==> src/rtl/mem_port_arbiter.sv <==
// Arbiter sharing one single-port memory between the instruction-fetch port and
// the data port: data has priority, fetch gets a forced win after repeated losses.
module mem_port_arbiter #(
  parameter int WAIT_CYCLES = 2,
  parameter int STARVE_MAX  = 4
) (
  input  logic        clk,
  input  logic        rstn,
  input  logic        if_req,
  input  logic [31:0] if_addr,
  output logic        if_gnt,
  output logic        if_valid,
  output logic [31:0] if_rdata,
  input  logic        dm_req,
  input  logic        dm_we,
  input  logic [2:0]  dm_type,
  input  logic [31:0] dm_addr,
  input  logic [31:0] dm_wdata,
  output logic        dm_gnt,
  output logic        dm_valid,
  output logic [31:0] dm_rdata,
  output logic        mem_en,
  output logic        mem_we,
  output logic [2:0]  mem_type,
  output logic [31:0] mem_addr,
  output logic [31:0] mem_wdata,
  input  logic [31:0] mem_rdata,
  output logic        busy
);

  localparam logic [1:0] ST_IDLE   = 2'd0;
  localparam logic [1:0] ST_ACCESS = 2'd1;
  localparam logic [1:0] ST_DONE   = 2'd2;

  localparam logic [3:0] WAIT_INIT   = 4'(WAIT_CYCLES);
  localparam logic [3:0] STARVE_LIM  = 4'(STARVE_MAX);
  localparam logic [2:0] TYPE_WORD   = 3'b000;

  // owner_q: 1 = fetch port owns the current access, 0 = data port
  logic [1:0]  state_q,      state_d;
  logic [3:0]  wait_cnt_q,   wait_cnt_d;
  logic [3:0]  starve_cnt_q, starve_cnt_d;
  logic        owner_q,      owner_d;
  logic [31:0] addr_q,       addr_d;
  logic        we_q,         we_d;
  logic [2:0]  type_q,       type_d;
  logic [31:0] wdata_q,      wdata_d;
  logic [31:0] if_rdata_q,   if_rdata_d;
  logic [31:0] dm_rdata_q,   dm_rdata_d;

  logic in_idle;
  logic in_access;
  logic in_done;
  logic if_forced;
  logic dm_win;
  logic if_win;

  always_comb begin
    in_idle   = (state_q == ST_IDLE);
    in_access = (state_q == ST_ACCESS);
    in_done   = (state_q == ST_DONE);
    // A starved fetch overrides data priority only when it is actually contending.
    if_forced = (starve_cnt_q == STARVE_LIM);
    dm_win    = in_idle && dm_req && !(if_req && if_forced);
    if_win    = in_idle && if_req && !dm_win;
  end

  always_comb begin
    state_d      = state_q;
    wait_cnt_d   = wait_cnt_q;
    starve_cnt_d = starve_cnt_q;
    owner_d      = owner_q;
    addr_d       = addr_q;
    we_d         = we_q;
    type_d       = type_q;
    wdata_d      = wdata_q;
    if_rdata_d   = if_rdata_q;
    dm_rdata_d   = dm_rdata_q;

    case (state_q)
      ST_IDLE: begin
        if (dm_win) begin
          owner_d    = 1'b0;
          addr_d     = dm_addr;
          we_d       = dm_we;
          type_d     = dm_type;
          wdata_d    = dm_wdata;
          wait_cnt_d = WAIT_INIT;
          state_d    = ST_ACCESS;
        end else if (if_win) begin
          owner_d    = 1'b1;
          addr_d     = if_addr;
          we_d       = 1'b0;
          type_d     = TYPE_WORD;
          wdata_d    = 32'd0;
          wait_cnt_d = WAIT_INIT;
          state_d    = ST_ACCESS;
        end

        if (if_win) begin
          starve_cnt_d = 4'd0;
        end else if (dm_win && if_req) begin
          starve_cnt_d = (starve_cnt_q == STARVE_LIM) ? starve_cnt_q : starve_cnt_q + 4'd1;
        end else if (!if_req) begin
          starve_cnt_d = 4'd0;
        end
      end

      ST_ACCESS: begin
        if (wait_cnt_q != 4'd0) begin
          wait_cnt_d = wait_cnt_q - 4'd1;
        end else begin
          // Last access cycle: memory data is valid now; stores leave rdata alone.
          if (owner_q) begin
            if_rdata_d = mem_rdata;
          end else if (!we_q) begin
            dm_rdata_d = mem_rdata;
          end
          state_d = ST_DONE;
        end
      end

      ST_DONE: begin
        state_d = ST_IDLE;
      end

      default: begin
        state_d = ST_IDLE;
      end
    endcase
  end

  always_ff @(posedge clk) begin
    if (!rstn) begin
      state_q      <= ST_IDLE;
      wait_cnt_q   <= 4'd0;
      starve_cnt_q <= 4'd0;
      owner_q      <= 1'b0;
      addr_q       <= 32'd0;
      we_q         <= 1'b0;
      type_q       <= 3'd0;
      wdata_q      <= 32'd0;
      if_rdata_q   <= 32'd0;
      dm_rdata_q   <= 32'd0;
    end else begin
      state_q      <= state_d;
      wait_cnt_q   <= wait_cnt_d;
      starve_cnt_q <= starve_cnt_d;
      owner_q      <= owner_d;
      addr_q       <= addr_d;
      we_q         <= we_d;
      type_q       <= type_d;
      wdata_q      <= wdata_d;
      if_rdata_q   <= if_rdata_d;
      dm_rdata_q   <= dm_rdata_d;
    end
  end

  // Grants are gated by rstn so nothing is offered in a cycle that is being reset.
  assign if_gnt    = rstn && if_win;
  assign dm_gnt    = rstn && dm_win;
  assign if_valid  = in_done && owner_q;
  assign dm_valid  = in_done && !owner_q;
  assign if_rdata  = if_rdata_q;
  assign dm_rdata  = dm_rdata_q;
  assign mem_en    = in_access;
  assign mem_we    = in_access && we_q;
  assign mem_type  = in_access ? type_q  : 3'd0;
  assign mem_addr  = in_access ? addr_q  : 32'd0;
  assign mem_wdata = in_access ? wdata_q : 32'd0;
  assign busy      = !in_idle;

endmodule

==> config.mk <==
export PLATFORM = sky130hd
export DESIGN_NAME = mem_port_arbiter
export DESIGN_NICKNAME = d
export VERILOG_FILES = /design/src/rtl/mem_port_arbiter.sv
export SDC_FILE = /design/constraint.sdc
export NUM_CORES = 1
export LEC_CHECK = 0
export BUFFER_PORTS_ARGS = -buffer_cell sky130_fd_sc_hd__buf_4
export CAP_MARGIN = 20
export CORE_UTILIZATION = 50
export CTS_CLUSTER_DIAMETER = 100
export DETAILED_ROUTE_END_ITERATION = 7
export PLACE_DENSITY = 0.84
export REMOVE_ABC_BUFFERS = 1
export SKIP_LAST_GASP = 1
export SLEW_MARGIN = 10
export SYNTH_ARGS = -nofsm -noshare
export SYNTH_HDL_FRONTEND = slang
export SYNTH_SLANG_ARGS = --single-unit
==> constraint.sdc <==
create_clock -name clk -period 4.15 [get_ports clk]
set_input_delay 0.6225 -clock clk [delete_from_list [all_inputs] [get_ports clk]]
set_output_delay 0.6225 -clock clk [all_outputs]
set_load 0.01 [all_outputs]
# Word level (Yosys, flattened, before mapping)
# Index checks and enable logic that the tools add are counted.
[totals]
regBits = 143
input_bits = 136
[op_classes]
add_sub_neg = 2
n_eq_ne = 8
muxes = 25
n_bitwise = 3
reduce_logical = 25
[ops]
columns = ["cell", "n"]
rows = [
  ["$mux 32", 6],
  ["$mux 4", 7],
  ["$logic_and 1x1->1", 11],
  ["$mux 3", 3],
  ["$reduce_and 3->1", 3],
  ["$pmux 4 s2", 1],
  ["$mux 2", 3],
  ["$ne 3x1->1 const B", 2],
  ["$add 4x1->4 const B", 1],
  ["$eq 4x3->1 const B", 1],
  ["$logic_not 1->1", 4],
  ["$mux 1", 4],
  ["$pmux 2 s2", 1],
  ["$reduce_and 2->1", 2],
  ["$reduce_and 4->1", 1],
  ["$reduce_bool 2->1", 2],
  ["$reduce_bool 4->1", 1],
  ["$sub 4x1->4 const B", 1],
  ["$ne 3x3->1 const B", 1],
  ["$not 1->1", 3],
  ["$eq 2x1->1 const B", 1],
  ["$eq 2x2->1 const B", 1],
  ["$logic_not 2->1", 1],
  ["$ne 2x1->1 const B", 1],
  ["$ne 2x2->1 const B", 1],
]

# Longest topological paths before layout
# Gate-level depths: netlist (run 1).
[depth]
depth_word = 9
mapped_depth = 7
depth_no_buf = 5

# Least setup slack after synthesis (run 1)
# OpenSTA, ideal clock, no wires.
[synth_timing]
path_kind = "in2out"
startpoint = "in rstn"
endpoint = "out if_gnt"
t_arrival_ps = 1413
t_required_ps = 3527
setup_slack_ps = 2114
cell_stages = 3
cell_sequence = "clkbuf_1 > buf_1 > and4_1"
[synth_between]
elab_chain_len = 1
[synth_lines]
columns = ["item", "line_no", "source"]
rows = [
  ["start, declared", "8", "input logic rstn,"],
  ["$logic_and 1x1->1", "160", "assign if_gnt = rstn && if_win;"],
  ["end, declared", "11", "output logic if_gnt,"],
]
# No other way between the ends.

# Worst setup path in the final report (run 1)
[layout_timing]
startpoint = "reg state_q[0]"
endpoint = "out mem_addr[23]"
[layout_between]
elab_chain_len = 2
[layout_lines]
columns = ["item", "line_no", "source"]
rows = [
  ["start, declared", "40", "logic [1:0] state_q, state_d;"],
  ["start signal, assigned", "146", "state_q <= state_d;"],
  ["$eq 2x1->1", "60", "in_access = (state_q == ST_ACCESS);"],
  ["$mux 32", "169", "assign mem_addr = in_access ? addr_q : 32'd0;"],
  ["end, declared", "25", "output logic [31:0] mem_addr,"],
]
# No other way between the ends.

==> results.py, run 1 <==
metrics = {
    "setup_path": {
        "required_ps": 3530,
        "worstSetupStartpointType": "flop",
        "crit_path_cell_trace": "nand2b_1 -> inv_2 -> and2_1 -> buf_4",
        "cp.buffers_inverters": 2,
        "crit_type": "flop to output port",
        "r2r_setup_slack_ps": 1990,
        "crit_slowest_cell": "inv_2",
        "path_delay_family": "buffers and inverters",
        "path_max_fanout": 73,
        "max_stage_delay_ps": 740,
        "cp-end-kind": "output port",
        "worstPathArrival_ps": 2320,
    },
    "place": {
        "hpwl_um": 13000,
        "port_buffers": 273,
        "gpl.final_weighted_congestion": 0.881,
        "post-place-ws_ps": 1340,
    },
    "yosys": {
        "syn_inst": 705,
        "ys_ff_latch": 143,
        "yosysTopAreaCell": "dfxtp_1",
        "async_flop_share": 0,
        "syn_avg_cell_area_um2": 9.06,
        "ys_warn_count": 0,
        "post-synth-top-area-fraction": 0.448,
        "synth_area_leaders": "dfxtp_1 45%, and2_1 6.9%, mux2i_1 5.0%, o311a_1 5.0%, a22o_1 4.9%",
        "synth_area_um2": 6390,
        "synthFlopType": "dfxtp_1",
        "yosysUniqueCellTypes": 40,
        "ys_seq_area_frac": 0.448,
        "synth_edf_count": 0,
    },
    "timing": {
        "rsz0062_at_grt": "no",
        "hold_viol_final": 0,
        "period_share": 0.710,
        "slew_viol_final": 0,
        "setup-violations-final": 0,
        "tns_ps": 0,
        "fin_skew_ps": 8.31,
        "relSlewSlack": 0.348,
        "period_minus_slack_ps": 2950,
        "tightest_slew_ps": 976,
        "max_freq_mhz": 340,
        "setup_slack_ps": 1200,
    },
    "cts": {
        "clk-insertion-delay-late_ps": 420,
        "cts_tree": "done",
        "htreeDepth": 4,
        "hold_buffers": 0,
        "cts-root-buf": "clkbuf_16",
        "cts_made_buffers": 17,
        "clkSinkCount": 143,
        "cts_resized": 0,
        "path_clk_slew_ps": 60,
        "postCtsSetupBuffers": 0,
        "ctsLongestPathBuffers": 2,
    },
    "route": {
        "drtPass1Iterations": 6,
        "final_antenna_net_count": 0,
        "via_per_inst": 5.71,
        "first_iter_violations": 479,
        "routed_wl_um": 19500,
        "drc": 0,
        "vias": 6383,
        "wl_per_cell_um": 17.5,
    },
    "die": {
        "dieArea_um2": 13200,
        "pin_count": 274,
        "die_h_um": 115,
        "die_x_um": 115,
        "core_area_um2": 12200,
        "row_count": 40,
        "start_util": 0.523,
    },
    "global_routing": {
        "grt_max_degree": 74,
        "antenna_found_initial": 0,
        "grt_pass1_wl_um": 30000,
        "grt_remaining_overflow": 0,
        "grt_pass1_vias": 6011,
        "grt_usage": 0.290,
    },
    "layout": {
        "n_antenna_cell": 0,
        "area_delta_synth_final_pct": 42.5,
        "drive_above_1_share": 0.344,
        "layout.nets": 1076,
    },
    "min_path": {
        "hp-class": "input port to flop",
    },
    "power": {
        "ir_drop_v": 0.000275,
        "p_leak_nw": 4.14,
        "p_per_area_nw_per_um2": 456,
    },
    "run_status": {
        "outcome": "finished, final reports clean",
    },
    "flow_run": {
        "maxCapViolCount": 0,
    },
}
routing by layer:
layer	vias up	track usage	wire [um]
met4	0	0.109	381
met3	35	0.0991	1820
met1	3026	0.349	7730
met5	-	0	0
li1	2997	-	-
met2	325	0.478	9570
cells in the final DEF (no fill, tap or decap), drive strengths merged, types with 2 or more instances in the layout:
cell	synthesis	final
inv	7	9
nor2	3	3
buf	14	286
nand4	2	2
nand3b	2	2
a22o	36	36
clkinvlp	0	4
nor3	4	4
nand3	35	35
nand4b	4	4
and4	2	2
a31oi	5	5
a21boi	32	32
dfxtp	143	143
o21a	2	2
a211oi	3	3
ha	4	4
clkbuf	60	19
nand2	70	70
o21ai	34	34
bufinv	0	2
and3b	2	2
and3	32	32
nor3b	2	2
clkinv	0	5
mux2i	32	32
nor4	2	2
o21bai	32	32
and2	70	70
o311a	32	32
a21oi	35	35
cell families (layout without fill, tap and decap cells):
kind of cell | count (synthesis) | count (layout) | synth area share
compound gates | 213 | 213 | 0.243
fa+ha+maj | 4 | 4 | 0.00784
buf+inv | 81 | 325 | 0.0531
flops | 143 | 143 | 0.448
mux | 32 | 32 | 0.0501
simple gates | 232 | 232 | 0.198
sequential cells by signal (all words and copies together) (netlist names):
signal and count:
we_q 1, wait_cnt_q 4, addr_q 32, owner_q 1, if_rdata 32, state_q 2, wdata_q 32, type_q 3
starve_cnt_q 4, dm_rdata 32
cell usage after synthesis, types with 9 or more instances:
cell and instances:
and3_1 32, a22o_1 36, a21boi_1 23, a21boi_0 9, o311a_1 32, o21ai_1 23
a21oi_1 35, mux2i_1 32, clkbuf_1 60, dfxtp_1 143, nand2_1 70, o21ai_0 11
nand3_1 35, o21bai_1 32, and2_1 70
cell type report:
type                            instances  area, um2
Inverter                                7       26.3
Fill cell                             905       3110
Tap cell                              168        210
Clock buffer                           19        453
Timing Repair Buffer                  286       2210
Clock inverter                         13        136
Multi-Input combinational cell        481       3200
Sequential cell                       143       2860
final timing paths:
check                                                   from                   endpoint  cells past startpoint
worst min register to register     dm_rdata[13]$_SDFFE_PN0P_  dm_rdata[13]$_SDFFE_PN0P_                      2
worst min-delay path                             dm_wdata[6]    wdata_q[6]$_SDFFE_PN0P_                      2
worst max-delay path                 state_q[0]$_SDFFE_PN0P_               mem_addr[23]                      4
worst max register to register  starve_cnt_q[0]$_SDFFE_PN0P_   wdata_q[20]$_SDFFE_PN0P_                      7
where the power goes:
group / switching [mW] / internal [mW] / leakage, nW
registers: 0.0908 / 1.52 / 1.17
clock network: 0.593 / 0.915 / 0.282
logic: 0.551 / 0.476 / 2.69
total: 1.24 / 2.92 / 4.14
metrics by stage:
| step | hold WS [ps] | util | cells | cell area, um2 | total power [mW] |
|---|---|---|---|---|---|
| detailed placement | 453 | 0.691 | 1082 | 8440 | 2.64 |
| CTS | 400 | 0.739 | 1114 | 9030 | 4.15 |
| floorplan | 434 | - | 631 | 6070 | 2.16 |
| global route | 405 | 0.745 | 1117 | 9100 | 4.33 |
| global placement | 443 | 0.689 | 1081 | 8410 | 2.60 |
| finish | 413 | 0.745 | 1117 | 9100 | 4.15 |
(Power assumes the default switching activity.)
==> run 2, diff against run 1 <==
--- a/config.mk
+++ b/config.mk
@@ -7,10 +7,10 @@
 export LEC_CHECK = 0
 export BUFFER_PORTS_ARGS = -buffer_cell sky130_fd_sc_hd__buf_4
 export CAP_MARGIN = 20
-export CORE_UTILIZATION = 50
+export CORE_UTILIZATION = 43
 export CTS_CLUSTER_DIAMETER = 100
 export DETAILED_ROUTE_END_ITERATION = 7
-export PLACE_DENSITY = 0.84
+export PLACE_DENSITY = 0.77
 export REMOVE_ABC_BUFFERS = 1
 export SKIP_LAST_GASP = 1
 export SLEW_MARGIN = 10
==> constraint.sdc (replaced) <==
create_clock -name clk -period 2.6 [get_ports clk]
set_input_delay 0.39 -clock clk [delete_from_list [all_inputs] [get_ports clk]]
set_output_delay 0.39 -clock clk [all_outputs]
set_load 0.01 [all_outputs]
==> results.py, run 2 (synthesized netlist as in run 1, its figures left out) <==
metrics = {
    "die": {
        "dieArea_um2": 15300,
        "pin_count": 274,
        "core_area_um2": 14500,
        "die_h_um": 124,
        "die_x_um": 124,
        "start_util": 0.439,
        "row_count": 44,
    },
    "power": {
        "p_per_area_nw_per_um2": 740,
        "ir_drop_v": 0.000465,
        "p_leak_nw": 4.17,
    },
    "place": {
        "port_buffers": 273,
        "post-place-ws_ps": 496,
        "hpwl_um": 12500,
        "gpl.final_weighted_congestion": 0.804,
        "place_inst": 1106,
    },
    "layout": {
        "drive_above_1_share": 0.345,
        "area_delta_synth_final_pct": 43.6,
        "final_common_cell": "buf_4",
        "final_cell_mix": "286 x buf_4, 143 x dfxtp_1, 70 x and2_1, 70 x nand2_1, 36 x a22o_1",
        "stdcell_count": 1137,
        "utilization": 0.631,
        "n_antenna_cell": 0,
        "layout.nets": 1081,
    },
    "route": {
        "final_antenna_net_count": 0,
        "wl_per_cell_um": 16.2,
        "via_per_inst": 5.36,
        "routed_wl_um": 18400,
        "drtPass1Iterations": 4,
        "drc": 0,
        "first_iter_violations": 394,
        "vias": 6093,
    },
    "run_status": {
        "outcome": "finished, final reports clean",
    },
    "timing": {
        "period_share": 0.920,
        "rsz0062_at_grt": "no",
        "relSlewSlack": 0.409,
        "fin_skew_ps": 9.19,
        "tightest_slew_ps": 886,
        "hold_viol_final": 0,
        "slew_viol_final": 0,
        "period_minus_slack_ps": 2390,
        "max_freq_mhz": 418,
        "setup-violations-final": 0,
        "setup_slack_ps": 208,
    },
    "setup_path": {
        "cp-end-kind": "output port",
        "path_max_fanout": 65,
        "crit_path_cell_trace": "inv_1 -> ha_1 -> nand4b_1 -> buf_6 -> nand2_1 -> and4_1 -> buf_4",
        "crit_slowest_cell": "dfxtp_1",
        "worstSetupStartpointType": "flop",
        "crit_type": "flop to output port",
        "required_ps": 2210,
        "worstPathArrival_ps": 2000,
        "r2r_setup_slack_ps": 650,
        "max_stage_delay_ps": 370,
    },
    "global_routing": {
        "grt_max_degree": 88,
        "grt_usage": 0.232,
        "antenna_found_initial": 0,
        "grt_remaining_overflow": 0,
        "grt_pass1_wl_um": 27700,
        "grt_pass1_vias": 5505,
    },
    "cts": {
        "cts-root-buf": "clkbuf_16",
        "path_clk_slew_ps": 60,
        "clkSinkCount": 143,
        "clk-insertion-delay-late_ps": 410,
        "ctsLongestPathBuffers": 2,
        "htreeDepth": 4,
        "cts_made_buffers": 17,
        "cts_tree": "done",
    },
    "flow_run": {
        "maxCapViolCount": 0,
    },
    "min_path": {
        "hp-class": "input port to flop",
    },
}
==> run 2: where the power goes <==
part,internal [mW],total [mW],switching (mW)
registers,2.43,2.58,0.144
clock network,1.61,2.55,0.946
logic,0.791,1.66,0.871
==> run 2: through the flow <==
stage | hold WS (ps) | area [um2] | setup TNS, ps | power (mW)
after detailed placement | 448 | 8550 | 0 | 4.29
after global placement | 443 | 8550 | 0 | 4.27
final | 188 | 9170 | 0 | 6.79
after floorplan | 434 | 6070 | -43770 | 3.45
after global routing | 177 | 9170 | 0 | 7.13
after CTS | 171 | 9170 | 0 | 6.85
==> run 2: path summary, 6_finish.rpt <==
check / cells after the start / to / start
min: 2 / wdata_q[13]$_SDFFE_PN0P_ / dm_wdata[13]
max: 7 / if_gnt / starve_cnt_q[0]$_SDFFE_PN0P_
min reg2reg: 2 / dm_rdata[31]$_SDFFE_PN0P_ / dm_rdata[31]$_SDFFE_PN0P_
max reg2reg: 6 / wdata_q[30]$_SDFFE_PN0P_ / starve_cnt_q[0]$_SDFFE_PN0P_
==> run 2: critical path: cells and delay by family, from the launching register on <==
kind | cells | cell delay, ps
buf+inv | 3 | 550
fa+ha+maj | 1 | 210
simple gates | 3 | 450
flops | 1 | 370
==> run 2: layer usage <==
layer	part of all wire	global-route usage	up-vias
li1	-	-	3000
met3	0.084	0.0586	17
met5	0	0	-
met2	0.46	0.374	249
met4	0.013	0.0836	0
met1	0.44	0.298	2827
==> run 2: timing repair <==
item,CTS,global route
hold endpoints to repair,0,0
buffers inserted,0,0
hold buffers,0,0
endpoints found under the setup margin,0,1
resized for setup,0,1
==> run 2: layout make-up <==
cell class / count / area, um2
fillers: 1286 / 5360
flip-flops and latches: 143 / 2860
well taps: 184 / 230
inverters: 7 / 26.3
clock inverters: 13 / 189
multi-input cells: 481 / 3200
clock buffers: 18 / 429
repair buffers: 291 / 2240
==> run 3, diff against run 2 <==
--- a/config.mk
+++ b/config.mk
@@ -10,7 +10,7 @@
 export CORE_UTILIZATION = 43
 export CTS_CLUSTER_DIAMETER = 100
 export DETAILED_ROUTE_END_ITERATION = 7
-export PLACE_DENSITY = 0.77
+export PLACE_DENSITY = 0.75
 export REMOVE_ABC_BUFFERS = 1
 export SKIP_LAST_GASP = 1
 export SLEW_MARGIN = 10
==> results.py, run 3 (synthesized netlist as in run 1, its figures left out) <==
metrics = {
    "run_status": {
        "outcome": "finished, final reports clean",
    },
    "power": {
        "p_per_area_nw_per_um2": 716,
        "p_clk_frac": 0.352,
        "p_sw_frac": 0.301,
        "sequentialPowerShare": 0.397,
        "p_leak_nw": 4.13,
        "ir_drop_v": 0.000453,
        "p_comb_frac": 0.251,
        "p_sw_mw": 1.96,
        "total_power_mw": 6.51,
        "internal_power_mw": 4.55,
    },
    "route": {
        "vias": 6164,
        "wl_per_cell_um": 16.3,
        "final_antenna_net_count": 0,
        "dr_wl_met2_um": 8710,
        "route.top_layer_used": "met4",
        "met3_length_um": 1580,
        "met1_length_um": 7940,
        "drc": 0,
        "first_iter_violations": 339,
        "routed_wl_um": 18500,
        "via_per_inst": 5.42,
        "drtPass1Iterations": 7,
    },
    "flow_run": {
        "maxCapViolCount": 0,
    },
    "setup_path": {
        "required_ps": 2210,
        "path_max_fanout": 26,
        "worstSetupStartpointType": "flop",
        "cp-end-kind": "output port",
        "rr_worst_depth": 6,
        "crit_type": "flop to output port",
        "worstPathArrival_ps": 2010,
    },
    "cts": {
        "cts_tree": "done",
        "ctsLongestPathBuffers": 2,
        "cts_made_buffers": 17,
        "clk-insertion-delay-late_ps": 410,
        "hold_buffers": 0,
        "path_clk_slew_ps": 60,
        "cts-root-buf": "clkbuf_16",
        "clkSinkCount": 143,
        "postCtsSetupBuffers": 0,
        "cts_resized": 0,
        "htreeDepth": 4,
    },
    "global_routing": {
        "grt_pass1_vias": 5530,
        "grt_max_degree": 63,
        "grt_remaining_overflow": 0,
        "grt_usage": 0.234,
        "grt_pass1_wl_um": 28000,
        "antenna_found_initial": 0,
    },
    "die": {
        "start_util": 0.439,
        "core_area_um2": 14500,
        "pin_count": 274,
        "row_count": 44,
        "die_h_um": 124,
        "dieArea_um2": 15300,
        "die_x_um": 124,
    },
    "timing": {
        "rsz0062_at_grt": "no",
        "slew_viol_final": 0,
        "tightest_slew_ps": 614,
        "fin_skew_ps": 8.85,
        "relSlewSlack": 0.591,
        "hold_viol_final": 0,
        "max_freq_mhz": 417,
        "tns_ps": 0,
        "period_minus_slack_ps": 2400,
        "setup-violations-final": 0,
        "period_share": 0.922,
    },
    "min_path": {
        "hold_depth": 2,
        "hp-class": "input port to flop",
    },
    "layout": {
        "area_delta_synth_final_pct": 42.2,
        "stdcell_count": 1138,
        "final_cell_mix": "289 x buf_4, 143 x dfxtp_1, 70 x and2_1, 70 x nand2_1, 36 x a22o_1",
        "layout.nets": 1081,
        "final_common_cell": "buf_4",
        "utilization": 0.625,
        "drive_above_1_share": 0.345,
        "n_antenna_cell": 0,
    },
    "place": {
        "place_inst": 1106,
        "hpwl_um": 12500,
        "gpl.final_weighted_congestion": 0.757,
        "port_buffers": 273,
    },
}
run 3: cell count changes in the layout (fill, tap and decap cells not counted), moves of 2 or more:
| cell | delta |
|---|---|
| buf_12 | -2 |
| clkinv_4 | -2 |
| bufinv_16 | -3 |
| buf_4 | +3 |
| clkinvlp_4 | +2 |
run 3: metal layers:
| layer | global-route usage | up-vias |
|---|---|---|
| met5 | 0 | - |
| li1 | - | 2999 |
| met2 | 0.366 | 252 |
| met4 | 0.0926 | 0 |
| met3 | 0.0668 | 24 |
| met1 | 0.304 | 2889 |
run 3: final timing paths:
| check | from | end | slack [ps] |
|---|---|---|---|
| hold / removal | dm_wdata[3] | wdata_q[3]$_SDFFE_PN0P_ | 190 |
| setup / recovery | state_q[0]$_SDFFE_PN0P_ | mem_wdata[25] | 200 |
| hold reg to reg | dm_rdata[22]$_SDFFE_PN0P_ | dm_rdata[22]$_SDFFE_PN0P_ | 460 |
| setup reg to reg | starve_cnt_q[0]$_SDFFE_PN0P_ | addr_q[28]$_SDFFE_PN0P_ | 710 |
run 3: critical path: stages (launching register included):
cell	delay (ps)
dfxtp_1	500
nand2b_1	200
inv_2	340
buf_4	280
and2_1	160
buf_4	120
run 3: power by group through the flow:
stage	sequential, mW	combinational [mW]	clock [mW]
after floorplan	2.61	0.840	0
after global placement	2.63	1.62	0
after detailed placement	2.63	1.64	0
after CTS	2.58	1.64	2.33
after global routing	2.61	1.78	2.43
final	2.58	1.64	2.29
run 3: final cells by class:
type	instances	area [um2]
Tap cell	184	230
Inverter	7	26.3
Multi-Input combinational cell	481	3200
Fill cell	1294	5450
Clock inverter	12	113
Clock buffer	20	447
Sequential cell	143	2860
Timing Repair Buffer	291	2210
run 3: metrics by stage:
step	worst slack (ps)	hold WS, ps	area, um2
floorplan	-572	434	6070
global placement	675	443	8530
detailed placement	639	448	8530
CTS	172	166	9080
global route	14.0	177	9080
finish	203	187	9080
